--- config.mk ---
export PLATFORM = sky130hd
export DESIGN_NAME = gcd_lcm_engine
export DESIGN_NICKNAME = d
export VERILOG_FILES = /design/src/rtl/gcd_lcm_pkg.sv /design/src/rtl/seq_divider.sv /design/src/rtl/gcd_lcm_engine.sv
export SDC_FILE = /design/constraint.sdc
export NUM_CORES = 1
export LEC_CHECK = 0
export ABC_AREA = 1
export BUFFER_PORTS_ARGS = -buffer_cell sky130_fd_sc_hd__buf_2
export CAP_MARGIN = 40
export CORE_MARGIN = 2
export CORE_UTILIZATION = 50
export CTS_CLUSTER_SIZE = 24
export DETAILED_ROUTE_END_ITERATION = 8
export GPL_TIMING_DRIVEN = 0
export PLACE_DENSITY = 0.79
export SYNTH_ARGS = -nofsm -noshare
export SYNTH_HDL_FRONTEND = slang
export SYNTH_SLANG_ARGS = --single-unit
--- constraint.sdc ---
create_clock -name clk -period 3.9 [get_ports clk]
set_input_delay 0.39 -clock clk [delete_from_list [all_inputs] [get_ports clk]]
set_output_delay 0.39 -clock clk [all_outputs]
set_load 0.01 [all_outputs]
--- src/rtl/gcd_lcm_pkg.sv ---
// Shared types and constants for the GCD/LCM engine.
// Holds the FSM state encoding, the REDUCE and latency bounds checked by
// assertions, and a Euclidean reference GCD meant for testbench use only.
package gcd_lcm_pkg;

  typedef enum logic [2:0] {
    S_IDLE   = 3'd0,
    S_STRIP  = 3'd1,
    S_REDUCE = 3'd2,
    S_DIV    = 3'd3,
    S_MUL    = 3'd4,
    S_OUT    = 3'd5
  } state_t;

  // REDUCE never takes more than REDUCE_FACTOR*DATA_W cycles.
  localparam int unsigned REDUCE_FACTOR  = 4;
  // Acceptance-to-result latency never exceeds LATENCY_FACTOR*DATA_W+LATENCY_SLACK.
  localparam int unsigned LATENCY_FACTOR = 6;
  localparam int unsigned LATENCY_SLACK  = 4;

  function automatic int unsigned reduce_bound(input int unsigned w);
    return REDUCE_FACTOR * w;
  endfunction

  function automatic int unsigned latency_bound(input int unsigned w);
    return LATENCY_FACTOR * w + LATENCY_SLACK;
  endfunction

  // Euclidean GCD; gcd(x,0)=x and gcd(0,0)=0.
  function automatic int unsigned ref_gcd(input int unsigned a, input int unsigned b);
    int unsigned x;
    int unsigned y;
    int unsigned t;
    x = a;
    y = b;
    while (y != 0) begin
      t = x % y;
      x = y;
      y = t;
    end
    return x;
  endfunction

endpackage

--- src/rtl/seq_divider.sv ---
// Restoring unsigned divider, one quotient bit per cycle, DATA_W cycles.
// Ports:
//   clk, rst_n  clock, async active-low reset
//   start       load dividend/divisor and begin (ignored semantics while busy
//               are not needed: the caller only starts when idle)
//   dividend    numerator, divisor  denominator (must be non-zero)
//   busy        high for exactly DATA_W cycles after start
//   done        high during the final iteration cycle; quotient is complete
//               on the edge that ends that cycle
//   quotient    result register (holds dividend during the iterations)
module seq_divider #(
  parameter int unsigned DATA_W = 8
) (
  input  logic              clk,
  input  logic              rst_n,
  input  logic              start,
  input  logic [DATA_W-1:0] dividend,
  input  logic [DATA_W-1:0] divisor,
  output logic              busy,
  output logic              done,
  output logic [DATA_W-1:0] quotient
);

  localparam int unsigned ITER_W = $clog2(DATA_W + 1);

  logic [DATA_W-1:0] rem_q;
  logic [DATA_W-1:0] dvs_q;
  logic [ITER_W-1:0] iter_q;
  logic [DATA_W:0]   rem_sh_c;
  logic [DATA_W+1:0] diff_c;
  logic              fits_c;

  // Trial subtraction of the divisor from the shifted partial remainder.
  always_comb begin
    rem_sh_c = {rem_q, quotient[DATA_W-1]};
    diff_c   = {1'b0, rem_sh_c} - {2'b00, dvs_q};
    fits_c   = ~diff_c[DATA_W+1];
  end

  // Iteration registers; quotient bits shift in from the LSB.
  always_ff @(posedge clk or negedge rst_n) begin
    if (!rst_n) begin
      rem_q    <= '0;
      dvs_q    <= '0;
      iter_q   <= '0;
      quotient <= '0;
      busy     <= 1'b0;
      done     <= 1'b0;
    end else if (start) begin
      rem_q    <= '0;
      dvs_q    <= divisor;
      quotient <= dividend;
      iter_q   <= ITER_W'(DATA_W);
      busy     <= 1'b1;
      done     <= 1'b0;
    end else if (busy) begin
      quotient <= {quotient[DATA_W-2:0], fits_c};
      rem_q    <= fits_c ? diff_c[DATA_W-1:0] : rem_sh_c[DATA_W-1:0];
      iter_q   <= iter_q - ITER_W'(1);
      // Flag the last iteration one cycle ahead so the caller can leave on it.
      done     <= (iter_q == ITER_W'(2));
      if (iter_q == ITER_W'(1)) begin
        busy <= 1'b0;
      end
    end
  end

endmodule

--- src/rtl/gcd_lcm_engine.sv ---
// Handshaked GCD/LCM engine: binary (Stein) GCD, sequential restoring divide
// of A by the GCD, then one registered multiply for the LCM.
// Ports:
//   clk, rst_n        clock, async active-low reset
//   a_in, b_in        operands, taken when in_vld && in_rdy
//   in_vld / in_rdy   input handshake; in_rdy is registered from state only
//   gcd_out, lcm_out  results, registered, change only on entry to OUT
//   zero_out          at least one operand was zero (gcd=A|B, lcm=0)
//   out_vld / out_rdy output handshake; result held until accepted
module gcd_lcm_engine
  import gcd_lcm_pkg::*;
#(
  parameter int unsigned DATA_W = 8,
  parameter int unsigned CNT_W  = $clog2(DATA_W) + 1
) (
  input  logic                clk,
  input  logic                rst_n,
  input  logic [DATA_W-1:0]   a_in,
  input  logic [DATA_W-1:0]   b_in,
  input  logic                in_vld,
  output logic                in_rdy,
  output logic [DATA_W-1:0]   gcd_out,
  output logic [2*DATA_W-1:0] lcm_out,
  output logic                zero_out,
  output logic                out_vld,
  input  logic                out_rdy
);

  localparam int unsigned LCM_W        = 2 * DATA_W;
  localparam int unsigned REDUCE_BOUND = REDUCE_FACTOR * DATA_W;
  localparam int unsigned RED_W        = $clog2(REDUCE_BOUND + 1);

  state_t            state_q, state_d;
  logic [DATA_W-1:0] a_hold_q, a_hold_d;
  logic [DATA_W-1:0] b_hold_q, b_hold_d;
  logic [DATA_W-1:0] a_q, a_d;
  logic [DATA_W-1:0] b_q, b_d;
  logic [CNT_W-1:0]  k_q, k_d;
  logic [DATA_W-1:0] g_q, g_d;
  logic [DATA_W-1:0] gcd_d;
  logic [LCM_W-1:0]  lcm_d;
  logic              zero_d;
  logic              out_vld_d;
  logic              in_rdy_d;
  logic [RED_W-1:0]  red_cnt_q;

  logic [DATA_W-1:0] g_shift_c;
  logic              div_start_c;
  logic              div_busy;
  logic              div_done;
  logic [DATA_W-1:0] div_quo;

  // Quotient A0/g; exact because g divides A0.
  seq_divider #(
    .DATA_W (DATA_W)
  ) u_div (
    .clk      (clk),
    .rst_n    (rst_n),
    .start    (div_start_c),
    .dividend (a_hold_q),
    .divisor  (g_shift_c),
    .busy     (div_busy),
    .done     (div_done),
    .quotient (div_quo)
  );

  // Next-state and datapath updates.
  always_comb begin
    state_d     = state_q;
    a_hold_d    = a_hold_q;
    b_hold_d    = b_hold_q;
    a_d         = a_q;
    b_d         = b_q;
    k_d         = k_q;
    g_d         = g_q;
    gcd_d       = gcd_out;
    lcm_d       = lcm_out;
    zero_d      = zero_out;
    out_vld_d   = out_vld;
    div_start_c = 1'b0;
    // Restores the common power of two removed during STRIP.
    g_shift_c   = a_q << k_q;

    case (state_q)
      S_IDLE: begin
        if (in_vld && in_rdy) begin
          a_hold_d = a_in;
          b_hold_d = b_in;
          a_d      = a_in;
          b_d      = b_in;
          k_d      = '0;
          if ((a_in == '0) || (b_in == '0)) begin
            gcd_d     = a_in | b_in;
            lcm_d     = '0;
            zero_d    = 1'b1;
            out_vld_d = 1'b1;
            state_d   = S_OUT;
          end else begin
            state_d = S_STRIP;
          end
        end
      end
      S_STRIP: begin
        if (!a_q[0] && !b_q[0]) begin
          a_d = a_q >> 1;
          b_d = b_q >> 1;
          k_d = k_q + CNT_W'(1);
        end else begin
          state_d = S_REDUCE;
        end
      end
      S_REDUCE: begin
        if (!a_q[0]) begin
          a_d = a_q >> 1;
        end else if (!b_q[0]) begin
          b_d = b_q >> 1;
        end else if (a_q == b_q) begin
          g_d         = g_shift_c;
          div_start_c = 1'b1;
          state_d     = S_DIV;
        end else if (a_q > b_q) begin
          a_d = a_q - b_q;
        end else begin
          b_d = b_q - a_q;
        end
      end
      S_DIV: begin
        if (div_done) begin
          state_d = S_MUL;
        end
      end
      S_MUL: begin
        // lcm <= A0*B0, so the 2*DATA_W product cannot overflow.
        gcd_d     = g_q;
        lcm_d     = LCM_W'(div_quo) * LCM_W'(b_hold_q);
        zero_d    = 1'b0;
        out_vld_d = 1'b1;
        state_d   = S_OUT;
      end
      S_OUT: begin
        if (out_rdy) begin
          out_vld_d = 1'b0;
          state_d   = S_IDLE;
        end
      end
      default: begin
        state_d = S_IDLE;
      end
    endcase

    in_rdy_d = (state_d == S_IDLE);
  end

  // State, datapath and output registers.
  always_ff @(posedge clk or negedge rst_n) begin
    if (!rst_n) begin
      state_q  <= S_IDLE;
      a_hold_q <= '0;
      b_hold_q <= '0;
      a_q      <= '0;
      b_q      <= '0;
      k_q      <= '0;
      g_q      <= '0;
      gcd_out  <= '0;
      lcm_out  <= '0;
      zero_out <= 1'b0;
      out_vld  <= 1'b0;
      in_rdy   <= 1'b1;
    end else begin
      state_q  <= state_d;
      a_hold_q <= a_hold_d;
      b_hold_q <= b_hold_d;
      a_q      <= a_d;
      b_q      <= b_d;
      k_q      <= k_d;
      g_q      <= g_d;
      gcd_out  <= gcd_d;
      lcm_out  <= lcm_d;
      zero_out <= zero_d;
      out_vld  <= out_vld_d;
      in_rdy   <= in_rdy_d;
    end
  end

  // Cycles spent so far in the current REDUCE phase.
  always_ff @(posedge clk or negedge rst_n) begin
    if (!rst_n) begin
      red_cnt_q <= '0;
    end else if (state_q == S_REDUCE) begin
      red_cnt_q <= red_cnt_q + RED_W'(1);
    end else begin
      red_cnt_q <= '0;
    end
  end

  a_reduce_bound: assert property (@(posedge clk) disable iff (!rst_n)
    (state_q == S_REDUCE) |-> (red_cnt_q < RED_W'(REDUCE_BOUND)));

  a_div_running: assert property (@(posedge clk) disable iff (!rst_n)
    (state_q == S_DIV) |-> div_busy);

endmodule

==> results of run 1 <==
-- layout by cell type (no fill, tap or decap), types with 6 or more instances in the layout --
cell       instances
ha_1              60
xor2_1             6
nand3_1           63
buf_4             39
fa_1              35
nand2_2           22
clkbuf_1          12
nand2_1          344
a21oi_1           56
buf_2             56
dfrtp_2           12
nor2_1            39
nand3_2            6
nand4_1            9
inv_1            195
inv_2             14
o21ai_0           78
dfrtp_1           91
clkbuf_16          9
-- where the power goes --
part	internal [mW]	switching (mW)
logic	1.30	2.29
registers	1.38	0.320
clock network	0.519	0.415
total	3.19	3.02
-- worst max-delay path: stages, from the launching register on --
cell and delay [ns]:
dfrtp_2 0.47, buf_6 0.15, nand2_1 0.07, inv_1 0.06, fa_1 0.52, fa_1 0.44
fa_1 0.51, inv_1 0.06, fa_1 0.49, inv_2 0.05, ha_4 0.25, nand2_1 0.06
inv_1 0.04, o21ai_2 0.17, nand3_4 0.11, nand2_2 0.09, nand3b_1 0.08, nand3_1 0.11
nand2_1 0.06
-- synth_stat cells, types with 3 or more instances --
| cell type | instances | area [um2] |
|---|---|---|
| a21oi_1 | 61 | 305 |
| xor2_1 | 6 | 52.6 |
| nor4_1 | 4 | 25.0 |
| xnor2_1 | 5 | 43.8 |
| dfrtp_1 | 103 | 2580 |
| nand3_1 | 68 | 340 |
| o21a_1 | 3 | 22.5 |
| o21ai_1 | 5 | 25.0 |
| buf_2 | 11 | 55.1 |
| nand3b_1 | 3 | 22.5 |
| nor3_1 | 5 | 25.0 |
| fa_1 | 39 | 781 |
| or2_2 | 6 | 37.5 |
| inv_2 | 6 | 22.5 |
| ha_1 | 66 | 826 |
| nor2_1 | 40 | 150 |
| nand2_2 | 5 | 31.3 |
| o21ai_0 | 80 | 400 |
| o211ai_1 | 4 | 30.0 |
| nand4_1 | 9 | 56.3 |
| inv_1 | 203 | 762 |
| clkbuf_1 | 24 | 90.1 |
| o22ai_1 | 5 | 31.3 |
| nand2_1 | 361 | 1360 |
-- cell families after synthesis --
logic type                 count (synthesis)  share of synthesized area
and+or+nand+nor                          514                      0.263
buffers and inverters                    248                      0.115
AOI/OAI and AO/OA                        167                      0.106
adders and majority gates                105                      0.192
DFF                                      104                      0.311
xor gates and xnor gates                  11                     0.0115
-- per-layer routing --
| layer | part of all wire | wire length, um |
|---|---|---|
| met4 | 0.039 | 898 |
| met3 | 0.060 | 1360 |
| met2 | 0.48 | 11100 |
| met1 | 0.42 | 9540 |
| met5 | 0 | 0 |
-- timing repair --
| action | CTS | global route |
|---|---|---|
| endpoints found under the setup margin | 9 | 9 |
| buffers inserted | 22 | 19 |
| gates resized for setup | 34 | 39 |
| pin swaps | 19 | 32 |
-- state kept, by name (all words and copies together), names as in the netlist --
| name | flops |
|---|---|
| a_hold_q | 8 |
| a_q | 8 |
| b_hold_q | 8 |
| b_q | 8 |
| g_q | 8 |
| gcd_out | 8 |
| in_rdy | 1 |
| k_q | 4 |
| lcm_out | 16 |
| out_vld | 1 |
| state_q | 3 |
| u_div.busy | 1 |
| u_div.done | 1 |
| u_div.dvs_q | 8 |
| u_div.iter_q | 4 |
| u_div.quotient | 8 |
| u_div.rem_q | 8 |
| zero_out | 1 |
-- worst max-delay path by stage --
stage | startpoint | to | slack (ns) | cells past startpoint
2_1_floorplan | u_div.quotient[2]$_DFFE_PN0P_ | lcm_out[13]$_DFFE_PN0P_ | 0.004 | 18
3_3_place_gp | u_div.quotient[2]$_DFFE_PN0P_ | lcm_out[11]$_DFFE_PN0P_ | -0.38 | 16
6_report | b_hold_q[3]$_DFFE_PN0P_ | lcm_out[15]$_DFFE_PN0P_ | -0.02 | 18
4_1_cts | b_hold_q[3]$_DFFE_PN0P_ | lcm_out[12]$_DFFE_PN0P_ | 0.0005 | 18
5_1_grt | b_hold_q[3]$_DFFE_PN0P_ | lcm_out[15]$_DFFE_PN0P_ | -0.16 | 19
3_5_place_dp | u_div.quotient[2]$_DFFE_PN0P_ | lcm_out[15]$_DFFE_PN0P_ | -0.48 | 18
-- through the flow --
step / instances / hold WS, ns
after floorplan: 1149 / 0.0944
after global placement: 1415 / 0.452
after detailed placement: 1416 / 0.456
after CTS: 1442 / 0.176
after global routing: 1462 / 0.190
final: 1462 / 0.117
-- layout make-up --
| cell class | instances | area (um2) |
|---|---|---|
| antenna | 1 | 2.50 |
| tap | 220 | 275 |
| clock buffer | 12 | 246 |
| multi-input combinational | 797 | 4980 |
| buffer | 26 | 150 |
| fill | 1506 | 6770 |
| timing repair buffer | 88 | 584 |
| sequential | 104 | 2620 |
| inverter | 210 | 791 |
| clock inverter | 4 | 52.6 |
==> impl_metrics.env, run 1 <==
export IMPL_antenna_found_initial=1
export IMPL_grt_util_met3=0.0403
export IMPL_ys_flop_type="dfrtp_1"
export IMPL_r2r_cells=18
export IMPL_timing_final_crit_share=1.01
export IMPL_syn_nets=1274
export IMPL_yosysSeqAreaShare=0.311
export IMPL_route_detailed_drc=0
export IMPL_setup_viol=3
export IMPL_fin_skew_ns=0.0128
export IMPL_async_flop_share=1.00
export IMPL_fin_area_um2=9700
export IMPL_hpwl_um=16900
export IMPL_ioPinCount=47
export IMPL_grt_pass1_vias=7627
export IMPL_ant_nets=0
export IMPL_rsz0062_at_grt="yes"
export IMPL_violations="setup timing"
export IMPL_first_pass_iters=6
export IMPL_postLayoutCoreUtil=0.589
export IMPL_num_rows=47
export IMPL_ys_warnings_count=0
export IMPL_grt_ovfl_total=0
export IMPL_crit_fanout=5
export IMPL_grt_pass1_wl_um=37300
export IMPL_slew_headroom=0.410
export IMPL_arrival_ns=4.18
export IMPL_min_path_type="in -> async"
export IMPL_r2r_setup_slack_ns=-0.02
export IMPL_portBuffers=46
export IMPL_die_width_um=133
export IMPL_initial_core_util=0.508
export IMPL_met2_usage=0.438
export IMPL_drv_cap=0
export IMPL_crit_path_start_kind="register"
export IMPL_grt_busiest_layer="met2"
export IMPL_cts_buffer_depth=2
export IMPL_required_ns=4.15
export IMPL_cts_sinks=104
export IMPL_fin_setup_tns_ns=-0.0348
export IMPL_ys_ff_latch=104
export IMPL_vias_per_cell=5.38
export IMPL_worst_pin_slew_ns=0.885
export IMPL_cts_hold_fix_buffers=0
export IMPL_gp_congestion=0.955
export IMPL_slew_violations=0
export IMPL_netlist_area_um2=8370
export IMPL_root_buffer="clkbuf_16"
export IMPL_rr_startpoint="b_hold_q[3]$_DFFE_PN0P_"
export IMPL_route_vias_total=7865
export IMPL_grt_use_total=0.265
export IMPL_status="finished with violations"
export IMPL_end_kind="register"
export IMPL_grt_max_degree=69
export IMPL_drt_initial_drc_count=724
export IMPL_p_leak_nw=5.61
export IMPL_pre_cts_ws_ns=-0.477
export IMPL_dieArea_um2=17800
export IMPL_cts_tree="yes"
export IMPL_powerDensity_nw_per_um2=641
export IMPL_layout_nets=1361
export IMPL_crit_type="reg -> reg"
export IMPL_wl_um=22800
export IMPL_cts_buffers=9
export IMPL_period_needed_ns=3.92
export IMPL_setup_slack_ns=-0.0247
export IMPL_reg2reg_to="lcm_out[15]$_DFFE_PN0P_"
export IMPL_core_um2=16500
export IMPL_place_area_um2=8900
export IMPL_total_power_mw=6.21
export IMPL_fmax_mhz=255
export IMPL_clk_latency_ns=0.36
export IMPL_wl_per_cell_um=15.6
export IMPL_hold_viol=0
export IMPL_htree_levels=3
export IMPL_synth_edff_count=0
export IMPL_avgSynthCellArea_um2=7.28
export IMPL_synth_cells=1149
export IMPL_peakVddDrop_mv=0.424
export IMPL_use_met1=0.349
export IMPL_syn_to_final_growth_pct=15.9
export IMPL_die_h_um=133
export IMPL_drive_gt1_frac=0.171
export IMPL_cts_clk_slew_worst_paths_ns=0.08
export IMPL_yosysUniqueCellTypes=42
No activity file was read; power rests on OpenSTA's default activity.
==> run 2, diff against run 1 <==
- CTS_BUF_LIST: unset -> sky130_fd_sc_hd__clkbuf_4
==> run 2 against run 1 <==
Against the previous run: the run ends with hold timing left; largest power group unchanged; combinational power about the same; via count shrank 0.88%; first-iteration DRC count is 7.6% lower; flip-flop and latch count unchanged; critical endpoint is now lcm_out[9]$_DFFE_PN0P_; sequential share of layout area is 0.43 points higher.
==> impl_metrics.env, run 2 (synthesis gave the netlist of run 1 again) <==
export IMPL_arrival_ns=4.29
export IMPL_fin_hold_ws_ns=-0.0335
export IMPL_setup_viol=0
export IMPL_total_power_mw=5.84
export IMPL_largest_reg_flops=16
export IMPL_clk_latency_ns=0.50
export IMPL_fin_skew_ns=0.0287
export IMPL_crit_start="u_div.quotient[5]$_DFFE_PN0P_"
export IMPL_nFillCells=1519
export IMPL_wl_per_cell_um=15.4
export IMPL_rr_startpoint="u_div.quotient[5]$_DFFE_PN0P_"
export IMPL_power_share_sequential=0.291
export IMPL_vias_per_cell=5.33
export IMPL_die_width_um=133
export IMPL_worst_pin_slew_ns=0.887
export IMPL_period_needed_ns=3.89
export IMPL_grt_use_total=0.264
export IMPL_htree_levels=3
export IMPL_hold_viol=12
export IMPL_slew_headroom=0.409
export IMPL_switching_share=0.508
export IMPL_portBuffers=46
export IMPL_p_comb_frac=0.610
export IMPL_grt_pass1_vias=7564
export IMPL_internal_power_mw=2.88
export IMPL_status="finished with violations"
export IMPL_die_h_um=133
export IMPL_wl_um=22500
export IMPL_grt_max_degree=69
export IMPL_required_ns=4.30
export IMPL_cts_sinks=104
export IMPL_pwr_share_clk=0.099
export IMPL_route_detailed_drc=0
export IMPL_cts_clk_slew_worst_paths_ns=0.16
export IMPL_cts_buffer_depth=2
export IMPL_end_kind="register"
export IMPL_route_vias_total=7796
export IMPL_initial_core_util=0.508
export IMPL_crit_fanout=4
export IMPL_peakVddDrop_mv=0.426
export IMPL_p_switching_mw=2.97
export IMPL_slew_violations=0
export IMPL_layout_commonest_cell="nand2_1"
export IMPL_pre_cts_ws_ns=-0.477
export IMPL_layout_nets=1361
export IMPL_antenna_found_initial=1
export IMPL_violations="hold timing"
export IMPL_root_buffer="clkbuf_4"
export IMPL_layout_cells_non_filler=1462
export IMPL_syn_to_final_growth_pct=14.2
export IMPL_powerDensity_nw_per_um2=612
export IMPL_crit_type="reg -> reg"
export IMPL_gp_congestion=0.955
export IMPL_drv_cap=0
export IMPL_final_cell_mix="346 x nand2_1, 195 x inv_1, 90 x dfrtp_1, 78 x o21ai_0, 62 x nand3_1"
export IMPL_setup_slack_ns=0.0119
export IMPL_min_path_type="in -> async"
export IMPL_core_um2=16500
export IMPL_p_leak_nw=5.57
export IMPL_drive_gt1_frac=0.175
export IMPL_cts_tree="yes"
export IMPL_fmax_mhz=257
export IMPL_place_inst=1416
export IMPL_drt_initial_drc_count=669
export IMPL_grt_pass1_wl_um=37000
export IMPL_postLayoutCoreUtil=0.580
export IMPL_crit_path_start_kind="register"
export IMPL_grt_ovfl_total=0
export IMPL_num_rows=47
export IMPL_ant_nets=0
export IMPL_timing_final_crit_share=0.997
export IMPL_hpwl_um=16900
export IMPL_dieArea_um2=17800
export IMPL_max_flop_register="lcm_out"
export IMPL_first_pass_iters=8
export IMPL_ioPinCount=47
export IMPL_rsz0062_at_grt="yes"
export IMPL_cts_buffers=9
[run 2: cell types whose count changed in the layout (fill, tap and decap cells not counted), moves of 3 or more]
cell	change
clkbuf_4	+11
clkbuf_16	-9
nand2_2	-4
a21oi_1	-3
a21oi_2	+3
buf_4	+3
[run 2: repair_timing]
action,4_1_cts,5_1_grt
gates cloned,0,0
endpoints found under the hold margin,0,0
hold buffers,0,0
setup endpoints to repair,9,9
pin swaps,19,33
setup buffers,33,9
resized for setup,34,41
[run 2: layout make-up]
class                      count  area [um2]  area share
clock buffer                  11        82.6     0.00865
buffer                        25         136      0.0143
clock inverter                 5        56.3     0.00589
inverter                     210         791      0.0828
antenna                        1        2.50    0.000262
multi-input combinational    797        5010       0.525
tap                          220         275      0.0288
sequential                   104        2620       0.274
timing repair buffer          89         576      0.0603
[run 2: worst paths after layout]
check	slack (ns)	cells after the start	to
max in group asynchronous	3.19	2	u_div.quotient[7]$_DFFE_PN0P_
hold / removal	-0.03	1	lcm_out[9]$_DFFE_PN0P_
setup / recovery	0.01	16	lcm_out[9]$_DFFE_PN0P_
min in group clk	0.20	3	a_hold_q[4]$_DFFE_PN0P_
hold reg to reg	0.49	2	lcm_out[12]$_DFFE_PN0P_
setup reg to reg	0.01	16	lcm_out[9]$_DFFE_PN0P_
[run 2: critical path, stage by stage (launching register included)]
cell     delay [ns]
dfrtp_2        0.47
buf_6          0.12
nand2_2        0.05
fa_1           0.44
fa_1           0.54
inv_2          0.04
fa_1           0.56
inv_2          0.05
fa_1           0.50
inv_2          0.05
ha_4           0.26
buf_4          0.15
nand2_1        0.07
a21oi_1        0.08
or2_2          0.29
nand3_2        0.07
nand2_1        0.05
[run 2: power by group through the flow]
stage          clock network (mW)  logic [mW]  registers, mW
6_report                    0.580        3.57           1.70
2_1_floorplan                   0        2.56           1.57
4_1_cts                     0.584        3.47           1.68
3_5_place_dp                    0        3.37           1.63
5_1_grt                     0.629        4.08           1.74
3_3_place_gp                    0        3.30           1.62
[run 2: through the flow]
stage	TNS, ns	area (um2)
after floorplan	0	8370
after detailed placement	-3.17	8900
after global routing	-0.658	9550
after CTS	0	9340
final	0	9550
after global placement	-2.50	8880
[run 2: metal layers]
| layer | global-route usage | up-vias | part of all wire |
|---|---|---|---|
| li1 | - | 3754 | - |
| met1 | 0.345 | 3724 | 0.42 |
| met2 | 0.436 | 266 | 0.48 |
| met3 | 0.0495 | 52 | 0.063 |
| met4 | 0.0999 | 0 | 0.033 |
| met5 | 0 | - | 0 |
==> run 3, diff against run 2 <==
==> constraint.sdc (replaced) <==
create_clock -name clk -period 3.9 [get_ports clk]
set_input_delay 0 -clock clk [delete_from_list [all_inputs] [get_ports clk]]
set_output_delay 0 -clock clk [all_outputs]
set_load 0.01 [all_outputs]
==> run 3 against run 2 <==
Against the previous run: the flow now finishes without violations; worst hold slack improved by 0.16 ns; largest cell class unchanged; count of clock-buffer cells in the layout stayed put; highest routed layer unchanged; die area unchanged; critical path type unchanged; critical path depth stayed put; sequential share of layout area fell by 0.51 points; core utilization increased by 1.1 points; via count is 1.8% higher.
==> impl_metrics.env, run 3 (synthesis gave the netlist of run 1 again) <==
export IMPL_p_switching_mw=2.97
export IMPL_grt_pass1_vias=7669
export IMPL_crit_fanout=4
export IMPL_internal_power_mw=2.89
export IMPL_ant_nets=0
export IMPL_ioPinCount=47
export IMPL_dieArea_um2=17800
export IMPL_die_h_um=133
export IMPL_slew_headroom=0.411
export IMPL_die_width_um=133
export IMPL_setup_viol=0
export IMPL_route_detailed_drc=0
export IMPL_wl_per_cell_um=15.4
export IMPL_total_power_mw=5.86
export IMPL_cts_buffer_depth=2
export IMPL_setup_slack_ns=0.0165
export IMPL_required_ns=4.31
export IMPL_clk_latency_ns=0.50
export IMPL_fmax_mhz=257
export IMPL_grt_use_total=0.266
export IMPL_worst_pin_slew_ns=0.884
export IMPL_timing_final_crit_share=0.996
export IMPL_largest_reg_flops=16
export IMPL_drv_cap=0
export IMPL_grt_pass1_wl_um=37400
export IMPL_drt_initial_drc_count=662
export IMPL_fin_setup_tns_ns=0
export IMPL_max_flop_register="lcm_out"
export IMPL_portBuffers=46
export IMPL_htree_levels=3
export IMPL_syn_to_final_growth_pct=16.3
export IMPL_grt_ovfl_total=0
export IMPL_vias_per_cell=5.36
export IMPL_status="completed"
export IMPL_first_pass_iters=5
export IMPL_pwr_share_clk=0.099
export IMPL_switching_share=0.507
export IMPL_layout_commonest_cell="nand2_1"
export IMPL_hold_viol=0
export IMPL_fin_skew_ns=0.0227
export IMPL_cts_buffers=9
export IMPL_core_um2=16500
export IMPL_cts_clk_slew_worst_paths_ns=0.16
export IMPL_min_path_type="in -> async"
export IMPL_fin_area_um2=9730
export IMPL_crit_type="reg -> reg"
export IMPL_hpwl_um=16900
export IMPL_final_cell_mix="346 x nand2_1, 195 x inv_1, 90 x dfrtp_1, 78 x o21ai_0, 62 x nand3_1"
export IMPL_wl_um=22800
export IMPL_slew_violations=0
export IMPL_route_vias_total=7935
export IMPL_crit_path_start_kind="register"
export IMPL_end_kind="register"
export IMPL_p_leak_nw=5.64
export IMPL_layout_nets=1379
export IMPL_root_buffer="clkbuf_4"
export IMPL_peakVddDrop_mv=0.426
export IMPL_p_comb_frac=0.612
export IMPL_power_share_sequential=0.290
export IMPL_powerDensity_nw_per_um2=602
export IMPL_initial_core_util=0.508
export IMPL_place_area_um2=8900
export IMPL_cts_sinks=104
export IMPL_antenna_found_initial=1
export IMPL_arrival_ns=4.29
export IMPL_gp_congestion=0.955
export IMPL_fin_hold_ws_ns=0.123
export IMPL_drive_gt1_frac=0.172
export IMPL_pre_cts_ws_ns=-0.477
export IMPL_num_rows=47
export IMPL_period_needed_ns=3.88
export IMPL_rsz0062_at_grt="yes"
export IMPL_cts_tree="yes"
export IMPL_grt_max_degree=69
-- run 3: cell types whose count changed in the layout (fill, tap and decap cells not counted) --
cell,delta
dlygate4sd3_1,+18
-- run 3: repair_timing --
item                                   CTS  global route
gates resized for setup                 34            41
endpoints found under the hold margin   98             0
cloned                                   0             0
buffers inserted                        33             9
hold buffers                            18             0
pin swaps                               19            33
setup endpoints to repair                9             9
-- run 3: cell type report --
type	count	area (um2)
Fill cell	1494	6730
Buffer	25	136
Sequential cell	104	2620
Antenna cell	1	2.50
Inverter	210	791
Clock buffer	11	82.6
Timing Repair Buffer	107	756
Multi-Input combinational cell	797	5010
Tap cell	220	275
Clock inverter	5	56.3
-- run 3: worst max-delay path: stages (launching register included) --
cell	delay, ns
dfrtp_2	0.47
buf_6	0.12
nand2_2	0.05
fa_1	0.44
fa_1	0.54
inv_2	0.04
fa_1	0.56
inv_2	0.05
fa_1	0.50
inv_2	0.05
ha_4	0.26
buf_4	0.15
nand2_1	0.07
a21oi_1	0.07
or2_2	0.29
nand3_2	0.07
nand2_1	0.05
-- run 3: per-layer routing --
layer  global-route usage  routed length, um
met1                0.345               9440
met2                0.442              11000
met3               0.0533               1500
met4                0.104                802
met5                    0                  0
-- run 3: path summary, 6_finish.rpt --
path,from,end,slack (ns),cells past startpoint
max,u_div.quotient[5]$_DFFE_PN0P_,lcm_out[9]$_DFFE_PN0P_,0.02,16
min,rst_n,lcm_out[9]$_DFFE_PN0P_,0.12,2
max in group asynchronous,rst_n,u_div.quotient[7]$_DFFE_PN0P_,3.04,3
min in group clk,in_vld,gcd_out[0]$_DFFE_PN0P_,0.18,7
max reg2reg,u_div.quotient[5]$_DFFE_PN0P_,lcm_out[9]$_DFFE_PN0P_,0.02,16
min reg2reg,lcm_out[10]$_DFFE_PN0P_,lcm_out[10]$_DFFE_PN0P_,0.49,2
-- run 3: metrics by stage --
| step | utilization | std cells |
|---|---|---|
| 3_5_place_dp | 0.541 | 1416 |
| 5_1_grt | 0.591 | 1480 |
| 4_1_cts | 0.578 | 1470 |
| 6_report | 0.591 | 1480 |
| 2_1_floorplan | - | 1149 |
| 3_3_place_gp | 0.539 | 1415 |
-- run 3: power by group through the flow --
| stage | Combinational, mW | Clock, mW | Sequential (mW) |
|---|---|---|---|
| 2_1_floorplan | 2.56 | 0 | 1.57 |
| 3_3_place_gp | 3.30 | 0 | 1.62 |
| 3_5_place_dp | 3.37 | 0 | 1.63 |
| 4_1_cts | 3.48 | 0.584 | 1.68 |
| 5_1_grt | 4.10 | 0.629 | 1.73 |
| 6_report | 3.58 | 0.578 | 1.70 |
